### src/rtl/alu_seq_ctrl.sv
// Purpose : fetch/execute control unit for the 4-bit ALU; owns R0..R3, C/Z flags and the PC.
// Latency : 3 cycles per instruction with zero-wait memory (FETCH, EXEC, WB) plus one DONE cycle.
// Backpr. : FETCH holds imem_req/imem_addr until imem_ack; wait states are unbounded.
//
// Ports:
//   clk, rst                 clock, synchronous active-high reset
//   start, prog_len          run request (IDLE only) and instruction count, latched on start
//   busy, done               run in progress / one-cycle end-of-run pulse
//   imem_req/addr/rdata/ack  instruction fetch handshake, addr = pc
//   alu_sel/a/b/cin, alu_f/cout  ALU operands out (EXEC only), result in
//   c_flag, z_flag           flags from the last write-back
//   dbg_we/addr/wdata/rdata  register-file debug access (writes honoured in IDLE)
module alu_seq_ctrl #(
    parameter int PC_W = 4
) (
    input  logic            clk,
    input  logic            rst,
    input  logic            start,
    input  logic [PC_W-1:0] prog_len,
    output logic            busy,
    output logic            done,
    output logic            imem_req,
    output logic [PC_W-1:0] imem_addr,
    input  logic [7:0]      imem_rdata,
    input  logic            imem_ack,
    output logic [2:0]      alu_sel,
    output logic [3:0]      alu_a,
    output logic [3:0]      alu_b,
    output logic            alu_cin,
    input  logic [3:0]      alu_f,
    input  logic            alu_cout,
    output logic            c_flag,
    output logic            z_flag,
    input  logic            dbg_we,
    input  logic [1:0]      dbg_addr,
    input  logic [3:0]      dbg_wdata,
    output logic [3:0]      dbg_rdata
);

    typedef enum logic [2:0] {
        S_IDLE,
        S_FETCH,
        S_EXEC,
        S_WB,
        S_DONE
    } state_t;

    state_t          state_q;
    logic [PC_W-1:0] pc_q;
    logic [PC_W-1:0] pc_d;
    logic [PC_W-1:0] len_q;
    logic [7:0]      instr_q;
    logic [3:0]      rf_q [4];
    logic [3:0]      res_q;
    logic            cy_q;
    logic            c_q;
    logic            z_q;
    logic            busy_q;
    logic            done_q;
    logic            req_q;

    // Next sequential PC; wraps modulo 2^PC_W and doubles as the end-of-run compare value.
    assign pc_d = pc_q + PC_W'(1);

    always_ff @(posedge clk) begin
        if (rst) begin
            state_q <= S_IDLE;
            pc_q    <= '0;
            len_q   <= '0;
            instr_q <= '0;
            res_q   <= '0;
            cy_q    <= 1'b0;
            c_q     <= 1'b0;
            z_q     <= 1'b0;
            busy_q  <= 1'b0;
            done_q  <= 1'b0;
            req_q   <= 1'b0;
            for (int i = 0; i < 4; i++) begin
                rf_q[i] <= '0;
            end
        end else begin
            // done is a single-cycle pulse: only the transition into DONE raises it.
            done_q <= 1'b0;
            case (state_q)
                S_IDLE: begin
                    if (dbg_we) begin
                        rf_q[dbg_addr] <= dbg_wdata;
                    end
                    if (start) begin
                        len_q  <= prog_len;
                        pc_q   <= '0;
                        busy_q <= 1'b1;
                        if (prog_len == '0) begin
                            state_q <= S_DONE;
                            done_q  <= 1'b1;
                        end else begin
                            state_q <= S_FETCH;
                            req_q   <= 1'b1;
                        end
                    end
                end
                S_FETCH: begin
                    if (imem_ack) begin
                        instr_q <= imem_rdata;
                        req_q   <= 1'b0;
                        state_q <= S_EXEC;
                    end
                end
                S_EXEC: begin
                    res_q   <= alu_f;
                    cy_q    <= alu_cout;
                    state_q <= S_WB;
                end
                S_WB: begin
                    rf_q[instr_q[3:2]] <= res_q;
                    c_q                <= cy_q;
                    z_q                <= (res_q == 4'd0);
                    pc_q               <= pc_d;
                    if (pc_d == len_q) begin
                        state_q <= S_DONE;
                        done_q  <= 1'b1;
                    end else begin
                        state_q <= S_FETCH;
                        req_q   <= 1'b1;
                    end
                end
                S_DONE: begin
                    busy_q  <= 1'b0;
                    state_q <= S_IDLE;
                end
                default: begin
                    state_q <= S_IDLE;
                    busy_q  <= 1'b0;
                    req_q   <= 1'b0;
                end
            endcase
        end
    end

    // ALU operands are a pure decode of registered state, so they are glitch-free
    // and read the register file as it stands during EXEC.
    logic exec_w;
    assign exec_w  = (state_q == S_EXEC);
    assign alu_sel = exec_w ? instr_q[7:5]       : 3'd0;
    assign alu_cin = exec_w ? instr_q[4]         : 1'b0;
    assign alu_a   = exec_w ? rf_q[instr_q[3:2]] : 4'd0;
    assign alu_b   = exec_w ? rf_q[instr_q[1:0]] : 4'd0;

    assign busy      = busy_q;
    assign done      = done_q;
    assign imem_req  = req_q;
    assign imem_addr = pc_q;
    assign c_flag    = c_q;
    assign z_flag    = z_q;
    assign dbg_rdata = rf_q[dbg_addr];

endmodule

### config.mk
export PLATFORM = sky130hd
export DESIGN_NAME = alu_seq_ctrl
export DESIGN_NICKNAME = d
export VERILOG_FILES = /design/src/rtl/alu_seq_ctrl.sv
export SDC_FILE = /design/constraint.sdc
export NUM_CORES = 1
export LEC_CHECK = 0
export BUFFER_PORTS_ARGS = -buffer_cell sky130_fd_sc_hd__buf_4
export CAP_MARGIN = 25
export CORE_MARGIN = 2
export CORE_UTILIZATION = 54
export DETAILED_ROUTE_END_ITERATION = 10
export PLACE_DENSITY = 0.89
export SYNTH_ARGS = -nofsm -noshare
export SYNTH_HDL_FRONTEND = slang
export SYNTH_SLANG_ARGS = --single-unit
export TNS_END_PERCENT = 30
### constraint.sdc
create_clock -name clk -period 2.4 [get_ports clk]
set_input_delay 0.12 -clock clk [delete_from_list [all_inputs] [get_ports clk]]
set_output_delay 0.12 -clock clk [all_outputs]
set_load 0.005 [all_outputs]
==> results of run 1 <==
==> flip-flops by register name, indices dropped and copies added, names as in the netlist, named ones only <==
name,cells
busy,1
c_flag,1
cy_q,1
done,1
imem_addr,4
imem_req,1
instr_q,8
len_q,4
res_q,4
rf_q,16
state_q,3
z_flag,1
==> stage by stage <==
| step | area [um^2] | power [mW] | cells | worst slack [ps] |
|---|---|---|---|---|
| 6_report | 2942 | 1.806 | 332 | 371.8 |
| 5_1_grt | 2942 | 1.880 | 332 | 213.4 |
| 4_1_cts | 2942 | 1.816 | 332 | 381.6 |
| 3_5_place_dp | 2821 | 1.222 | 324 | 392.7 |
| 3_3_place_gp | 2821 | 1.211 | 324 | 454.0 |
| 2_1_floorplan | 2424 | 1.123 | 233 | 516.9 |
==> layout make-up <==
cell class	instances	area share, %
Tap cell	52	2.212
Sequential cell	49	38.79
Inverter	4	0.5104
Clock buffer	6	2.807
Multi-Input combinational cell	165	40.62
Clock inverter	2	1.276
Timing Repair Buffer	54	13.78
==> report_power, final <==
group          switching, mW  leakage, nW  internal [mW]
clock                  0.264       0.0574          0.339
combinational          0.126        0.755          0.135
sequential            0.0404        0.435          0.903
total                  0.430         1.25           1.38
==> layout by cell type, fill, tap and decap left out, drive strengths merged <==
cell | netlist | layout
xnor3 | 1 | 1
nor2 | 37 | 37
a311oi | 1 | 1
and3 | 12 | 12
nand2 | 19 | 19
nor3 | 5 | 5
o211ai | 1 | 1
buf | 6 | 54
mux4 | 12 | 12
o31ai | 2 | 2
or3b | 1 | 1
bufinv | 0 | 1
nor2b | 1 | 1
xor2 | 2 | 2
mux2 | 1 | 1
o221a | 2 | 2
inv | 4 | 4
or3 | 3 | 3
o32ai | 1 | 1
a22oi | 6 | 6
nand2b | 5 | 5
mux2i | 13 | 13
a21oi | 15 | 15
clkinvlp | 0 | 1
edfxtp | 16 | 16
or4bb | 1 | 1
clkbuf | 9 | 6
o21ai | 6 | 6
xnor2 | 2 | 2
nor4 | 4 | 4
nand3b | 2 | 2
o22a | 1 | 1
ha | 1 | 1
and3b | 2 | 2
a211oi | 1 | 1
and2 | 2 | 2
nand3 | 3 | 3
dfxtp | 33 | 33
==> cells by family (layout without fill, tap and decap cells) <==
kind of cell / Yosys count / after routing / share of synthesized area [%]
AOI/OAI and AO/OA: 36 / 36 / 9.964
xor gates and xnor gates: 5 / 5 / 2.375
adders and majority gates: 1 / 1 / 0.5162
buffers and inverters: 19 / 66 / 3.614
DFF: 49 / 49 / 47.08
muxes: 26 / 26 / 16.98
and+or+nand+nor: 97 / 97 / 19.46
==> per-layer routing <==
| metal | share of wire [%] | global-route usage (%) |
|---|---|---|
| met4 | 1.9 | 7.128 |
| met5 | 0 | 0 |
| met1 | 41 | 29.85 |
| met3 | 5.7 | 4.843 |
| met2 | 52 | 39.25 |
==> worst max-delay path, stage by stage (launching register included) <==
cell      delay, ps
dfxtp_1         430
or3b_2          480
a21oi_1         220
nor2_1           60
a211oi_1        480
==> worst max path at each step <==
stage,end,depth (start not counted)
after floorplan,rf_q[3][0],5
after global placement,rf_q[3][3],4
after CTS,rf_q[3][2],4
after global routing,rf_q[1][0],5
final,rf_q[3][2],4
after detailed placement,rf_q[3][1],4
==> results.md, run 1 <==
- Area Growth Syn to Fin: 21.37%
- H-tree Lvls: 2
- Maximum vdd ir drop: 520.2 uV
- Leak pwr: 1.248 nW
- Mean Syn Cell Area: 10.40 um^2
- Yosys top cell area share: 27.26%
- # rows: 24
- GR Util All Layers: 23.10%
- First-pass GRT wire length: 9142 um
- Initial DRC count: 127
- Cell taking the most area after synthesis: dfxtp_1
- Synth Net Count: 262
- Netlist cell types: 38
- FF-to-FF path depth: 4
- Vias in the first global route: 1,894
- Initial DRT Pass Iterations: 4
- Worst path required time: 2340 ps
- Setup crit end kind: flip-flop
- Die X: 71.00 um
- Full die area: 0.005040 mm^2
- # IOs: 53
- Final ANT Viol Nets: 0
- Warnings, synthesis: 0
- Remaining global-route overflow: 0
- Max clock buf depth: 2
- Synth Instances: 233
- Fin util: 68.03%
- Pin slew with the least headroom to its limit: 763.5 ps
- Port Buf Inserts: 52
- Final net count: 308
- WHS Path Cells: 3
- Placed wire-length estimate: 3892 um
- Clock latency on the worst-skew pair: 300 ps
- Commonest cells in the netlist: nor2_1 (37), dfxtp_1 (33), nand2_1 (19), edfxtp_1 (16), a21oi_1 (15)
- Routed vias: 1,899
- Fraction of registers with async set/reset: 0%
- Critical path origin: state_q[1]
- DRT Wirelength: 5159 um
- CTS tree: built
- Diodes inserted: 0
- Fin Clk Skew: 3.268 ps
- Final setup viols: 0
- PD cells: 614.1 mW/mm^2
- Vias/cell: 5.720
- Hold-fix buffers at CTS: 0
- CP Max Fanout: 13
- Drt wl/cell: 15.54 um
- Remaining DRCs: 0
- Register area: 0.001141 mm^2
- Fin. Hold Viols: 0
- CTS clk-pin slew, worst paths: 80 ps
- Slew margin rel.: 48.91%
- Element type at the critical path start: flip-flop
- EDFF count, synth: 16
- Clock Sinks: 49
- Gpl congestion: 0.7739
- Setup Fix Bufs, Post-CTS: 0
- WS Path Type: flip-flop to flip-flop
- Synthesized cell area: 0.002424 mm^2
- RSZ-0062 raised after global routing: false
- Synth Flop Type: dfxtp_1
- Starting density of the core: 56.05%
- Area contributors post-synth: dfxtp_1 (27%), edfxtp_1 (20%), mux4_2 (11%)
- Min-delay src: imem_rdata[4]
- Largest net degree at the start of global routing: 36
- Status: finished clean
- Worst hold slack: 49.96 ps
- Fill count: 330
- Fin crit share: 84.51%
- Setup_tns: 0 ps
- Most frequent cell after synthesis: nor2_1
- Antenna violations before repair: 0
- Fmax: 0.4930 GHz
- Worst min path class: input port to flip-flop
- Standard cell core area: 0.004324 mm^2
- Seq/Total Area, Yosys: 47.08%
- Final Slew Violations: 0
- R2R Setup Slk: 370 ps
- Die height: 71.00 um
- Final worst path period need: 2028 ps
- RR Startpoint: state_q[1]
- Clk root buf: clkbuf_8
- Max-Cap Viols: 0
- Multi-input gate area: 0.001195 mm^2
- FF+latch count, synth: 49
- Worst Hold Path EP: instr_q[4]
- CP arrival: 1970 ps
- Total CTS buffers: 5
- Critical R2R Capture: rf_q[3][2]
- Layout cell share with drive strength beyond 1: 28.57%
- Post-CTS sizing: 0
Note: power is estimated with default switching activity, not from simulation.
==> inputs of run 2 (changes only) <==
- CORE_UTILIZATION: 54 -> 49
- PLACE_DENSITY: 0.89 -> 0.86
- clock period: 2.4 -> 1.86 ns (I/O delays scaled with it)
==> results.md, run 2 (same netlist as run 1, synthesis figures left out) <==
- Element type at the critical path start: flip-flop (unchanged)
- Total CTS buffers: 5 (unchanged)
- Standard cell core area: 0.004755 mm^2 (was 0.004324 mm^2)
- Top reg by flops: rf_q (unchanged)
- Max FFs per register: 16 (unchanged)
- Clock latency on the worst-skew pair: 310 ps (was 300 ps)
- H-tree Lvls: 2 (unchanged)
- CP arrival: 1660 ps (was 1970 ps)
- Layout cell share with drive strength beyond 1: 30.77% (was 28.57%)
- Die height: 74.33 um (was 71.00 um)
- First-pass GRT wire length: 8176 um (was 9142 um)
- Commonest non-fill, non-tap cell in the layout: buf_4 (unchanged)
- R2R Setup Slk: 110 ps (was 370 ps)
- Placed wire-length estimate: 3996 um (was 3892 um)
- Largest net degree at the start of global routing: 34 (was 36)
- PD cells: 773.0 mW/mm^2 (was 614.1 mW/mm^2)
- Area Growth Syn to Fin: 24.01% (was 21.37%)
- Remaining DRCs: 0 (unchanged)
- Maximum vdd ir drop: 412.4 uV (was 520.2 uV)
- Vias in the first global route: 1,808 (was 1,894)
- Initial DRC count: 43 (was 127)
- Final net count: 314 (was 308)
- Fin Clk Skew: 12.00 ps (was 3.268 ps)
- Leak pwr: 1.280 nW (was 1.248 nW)
- Placed Instances: 345 (was 324)
- Fill count: 425 (was 330)
- CTS tree: built (unchanged)
- Final ANT Viol Nets: 0 (unchanged)
- Gpl congestion: 0.9042 (was 0.7739)
- Final worst path period need: 1755 ps
- Fin. Hold Viols: 0 (unchanged)
- Max clock buf depth: 2 (unchanged)
- Remaining global-route overflow: 0 (unchanged)
- Final Slew Violations: 0 (unchanged)
- Port Buf Inserts: 52 (unchanged)
- WS Path Type: flip-flop to primary output (was flip-flop to flip-flop)
- # IOs: 53 (unchanged)
- Antenna violations before repair: 0 (unchanged)
- Fin util: 63.21% (was 68.03%)
- Max-Cap Viols: 0 (unchanged)
- Hold-fix buffers at CTS: 0 (unchanged)
- Power, Total: 2.323 mW (was 1.806 mW)
- Clock Sinks: 49 (unchanged)
- Setup crit end kind: primary output (was flip-flop)
- CP Max Fanout: 4 (was 13)
- Die X: 74.33 um (was 71.00 um)
- DRT Wirelength: 5167 um (was 5159 um)
- Worst min path class: input port to flip-flop (unchanged)
- Vias/cell: 5.510 (was 5.720)
- Routed vias: 1,945 (was 1,899)
- Setup_tns: 0 ps (unchanged)
- Commonest cells after routing, fill and taps aside: buf_4 (60), nor2_1 (37), dfxtp_1 (32) (was buf_4 (54), nor2_1 (37), dfxtp_1 (33))
- Fin crit share: 94.33%
- GR Util All Layers: 19.95% (was 23.10%)
- DP Area: 0.002890 mm^2 (was 0.002821 mm^2)
- Full die area: 0.005525 mm^2 (was 0.005040 mm^2)
- Starting density of the core: 50.97% (was 56.05%)
- Status: finished clean (unchanged)
- Fmax: 0.5699 GHz
- Fin area: 0.003005 mm^2 (was 0.002942 mm^2)
- Diodes inserted: 0 (unchanged)
- RSZ-0062 raised after global routing: false (unchanged)
- Final setup viols: 0 (unchanged)
- Drt wl/cell: 14.64 um (was 15.54 um)
- Initial DRT Pass Iterations: 4 (unchanged)
- Slew margin rel.: 68.24% (was 48.91%)
- Worst path required time: 1770 ps (was 2340 ps)
- Final Non-Filler Cells: 353 (was 332)
- CTS clk-pin slew, worst paths: 100 ps (was 80 ps)
- # rows: 25 (was 24)
- Clk root buf: clkbuf_8 (unchanged)
- Top Registers: rf_q: 16 flops, instr_q: 8 flops (unchanged)
- Pin slew with the least headroom to its limit: 476.5 ps (was 763.5 ps)
run 2: cell types whose count changed in the layout (fill, tap and decap cells not counted):
| cell | before | now |
|---|---|---|
| a211oi_1 | 1 | 0 |
| a211oi_2 | 0 | 1 |
| clkbuf_8 | 6 | 5 |
| buf_4 | 54 | 60 |
| inv_4 | 0 | 1 |
| dfxtp_1 | 33 | 32 |
| dfxtp_2 | 0 | 1 |
| clkinvlp_4 | 1 | 0 |
| clkinv_4 | 0 | 1 |
run 2: worst paths after layout:
kind | cells after the start | start | end
worst max-delay path | 3 | flip-flop | alu_b[1]
worst min-delay path | 3 | imem_rdata[7] | instr_q[7]
worst max register to register | 4 | state_q[0] | rf_q[1][0]
worst min register to register | 2 | cy_q | cy_q
run 2: cell type report:
class / instances / area [um^2] / share of cell area, %
Clock buffer: 5 / 68.82 / 2.290
Clock inverter: 3 / 45.04 / 1.499
Inverter: 4 / 15.01 / 0.4996
Multi-Input combinational cell: 165 / 1200 / 39.93
Sequential cell: 49 / 1142 / 38.01
Tap cell: 67 / 83.83 / 2.789
Timing Repair Buffer: 60 / 450.4 / 14.99
run 2: metal layers:
layer	share of wire, %	GRT usage [%]	wire [um]	vias to the layer above
met1	41	22.98	2111	893
met2	50	34.72	2567	81
met4	3.1	9.921	158	0
met5	0	0	0	-
met3	6.4	4.878	329	14
li1	-	-	-	957
run 2: what timing repair did:
item / 4_1_cts / 5_1_grt
resized for setup: 0 / 1
setup endpoints to repair: 0 / 14
setup buffers: 0 / 0
run 2: stage by stage:
step / setup WS (ps) / hold WS, ps
CTS: 73.20 / 22.07
finish: 105.5 / 21.15
global placement: 139.9 / 327.4
detailed placement: 102.6 / 346.8
global route: 5.281 / 32.81
floorplan: 132.1 / 229.0
run 2: critical path, cell delays in order, from the launching register on:
cell and delay [ps]:
dfxtp_1 500, mux4_2 550, and3_1 190, buf_4 130
run 2: where the power goes:
part	switching, mW	total [mW]	internal, mW
Combinational	0.164	0.349	0.184
Clock	0.355	0.758	0.403
Sequential	0.0514	1.22	1.16
==> inputs of run 3 (changes only) <==
- PLACE_DENSITY: 0.86 -> 0.79
==> results.md, run 3 (same netlist as run 1, synthesis figures left out) <==
- Starting density of the core: 50.97% (unchanged)
- Area Growth Syn to Fin: 26.28% (was 24.01%)
- Fin crit share: 95.16% (was 94.33%)
- Worst min path class: input port to flip-flop (unchanged)
- Status: finished clean (unchanged)
- Placed Instances: 349 (was 345)
- Place WS: 81.71 ps (was 102.6 ps)
- Pin slew with the least headroom to its limit: 451.6 ps (was 476.5 ps)
- Fin util: 64.37% (was 63.21%)
- Max FFs per register: 16 (unchanged)
- Largest net degree at the start of global routing: 34 (unchanged)
- PD cells: 785.3 mW/mm^2 (was 773.0 mW/mm^2)
- Clk root buf: clkbuf_8 (unchanged)
- Final worst path period need: 1770 ps (was 1755 ps)
- Final setup viols: 0 (unchanged)
- Buffers & Inverters on Critical Path: 1 (unchanged)
- Largest stage delay on the critical path: 550 ps (about the same)
- WS Path Type: flip-flop to primary output (unchanged)
- Clock Sinks: 49 (unchanged)
- Full die area: 0.005525 mm^2 (unchanged)
- Maximum vdd ir drop: 500.5 uV (was 412.4 uV)
- Commonest cells after routing, fill and taps aside: buf_4 (64), nor2_1 (37), dfxtp_1 (31) (was buf_4 (60), nor2_1 (37), dfxtp_1 (32))
- Antenna violations before repair: 0 (unchanged)
- CTS tree: built (unchanged)
- Setup crit end kind: primary output (unchanged)
- Layout cell share with drive strength beyond 1: 32.76% (was 30.77%)
- CP arrival: 1680 ps (was 1660 ps)
- Power, Total: 2.403 mW (was 2.323 mW)
- Fin. Hold Viols: 0 (unchanged)
- Diodes inserted: 0 (unchanged)
- Vias in the first global route: 1,792 (was 1,808)
- Setup_tns: 0 ps (unchanged)
- Gpl congestion: 0.8548 (was 0.9042)
- Fmax: 0.5650 GHz (was 0.5699 GHz)
- Slowest-stage cell, CP: mux4_2 (unchanged)
- CP Max Fanout: 4 (unchanged)
- Worst path required time: 1770 ps (about the same)
- Standard cell core area: 0.004755 mm^2 (unchanged)
- DRT Wirelength: 5222 um (was 5167 um)
- Routed vias: 1,937 (was 1,945)
- Commonest non-fill, non-tap cell in the layout: buf_4 (unchanged)
- Slew margin rel.: 69.89% (was 68.24%)
- Clock latency on the worst-skew pair: 300 ps (was 310 ps)
- Final Non-Filler Cells: 357 (was 353)
- Die height: 74.33 um (unchanged)
- Setup WS post-layout: 90.03 ps (was 105.5 ps)
- Die X: 74.33 um (unchanged)
- Vias/cell: 5.426 (was 5.510)
- # IOs: 53 (unchanged)
- Initial DRT Pass Iterations: 5 (was 4)
- First-pass GRT wire length: 8286 um (was 8176 um)
- Element type at the critical path start: flip-flop (unchanged)
- RSZ-0062 raised after global routing: false (unchanged)
- Hold-fix buffers at CTS: 0 (unchanged)
- Final ANT Viol Nets: 0 (unchanged)
- Remaining global-route overflow: 0 (unchanged)
- Port Buf Inserts: 52 (unchanged)
- Final net count: 318 (was 314)
- Fin Clk Skew: 7.944 ps (was 12.00 ps)
- H-tree Lvls: 2 (unchanged)
- Final Slew Violations: 0 (unchanged)
- Initial DRC count: 104 (was 43)
- Top reg by flops: rf_q (unchanged)
- CP delay by family, top: multiplexers (unchanged)
- Drt wl/cell: 14.63 um (was 14.64 um)
- CTS clk-pin slew, worst paths: 90 ps (was 100 ps)
- Max-Cap Viols: 0 (unchanged)
- Leak pwr: 1.307 nW (was 1.280 nW)
- Top Registers: rf_q: 16 flops, instr_q: 8 flops (unchanged)
- Crit-path cells: mux4_2, and3_1, buf_4 (unchanged)
- Placed wire-length estimate: 4001 um (was 3996 um)
- Remaining DRCs: 0 (unchanged)
- # rows: 25 (unchanged)
- Total CTS buffers: 5 (unchanged)
- Max clock buf depth: 2 (unchanged)
- GR Util All Layers: 19.90% (was 19.95%)
-- run 3: cell types whose count changed in the layout (fill, tap and decap cells not counted), sizes merged --
| cell | previous run | this run |
|---|---|---|
| clkbuf | 5 | 6 |
| buf | 60 | 64 |
| inv | 5 | 4 |
-- run 3: final timing paths --
kind,cells after the start,slack [ps],endpoint,from
worst max register to register,4,120,rf_q[1][2],state_q[1]
worst max-delay path,3,90,alu_a[2],flip-flop
worst min-delay path,3,20,instr_q[7],imem_rdata[7]
worst min register to register,2,460,cy_q,cy_q
-- run 3: power breakdown --
group          internal (mW)  total, mW  switching, mW  leakage [nW]
logic                  0.194      0.361          0.167         0.804
registers               1.17       1.22         0.0516         0.436
clock network          0.480      0.825          0.346        0.0663
total                   1.84       2.40          0.564          1.31
-- run 3: through the flow --
stage / hold slack, ps / area (um^2)
floorplan: 229.0 / 2429
global placement: 330.1 / 2920
detailed placement: 338.2 / 2920
CTS: 16.36 / 3049
global route: 33.08 / 3060
finish: 18.40 / 3060
-- run 3: what timing repair did --
action / 4_1_cts / 5_1_grt
buffers inserted: 0 / 0
gates resized for setup: 0 / 4
endpoints found under the setup margin: 0 / 17
-- run 3: area by class of cell --
type | instances | area [um^2]
clock buffers | 6 | 93.84
clock inverters | 2 | 35.03
fillers | 403 | 1694
inverters | 4 | 15.01
multi-input cells | 165 | 1209
flip-flops and latches | 49 | 1144
well taps | 67 | 83.83
repair buffers | 64 | 480.5
-- run 3: worst reg2reg max path: stages, from the launching register on --
cell and delay [ps]:
dfxtp_2 370, or4bb_1 550, o32ai_2 160, o211ai_2 160, nand2b_1 200
-- run 3: layer usage --
layer | track usage, % | part of all wire, % | vias up
met5 | 0 | 0 | -
li1 | - | - | 964
met1 | 24.96 | 42 | 890
met4 | 7.143 | 1.2 | 0
met2 | 33.93 | 51 | 78
met3 | 4.607 | 6.1 | 5
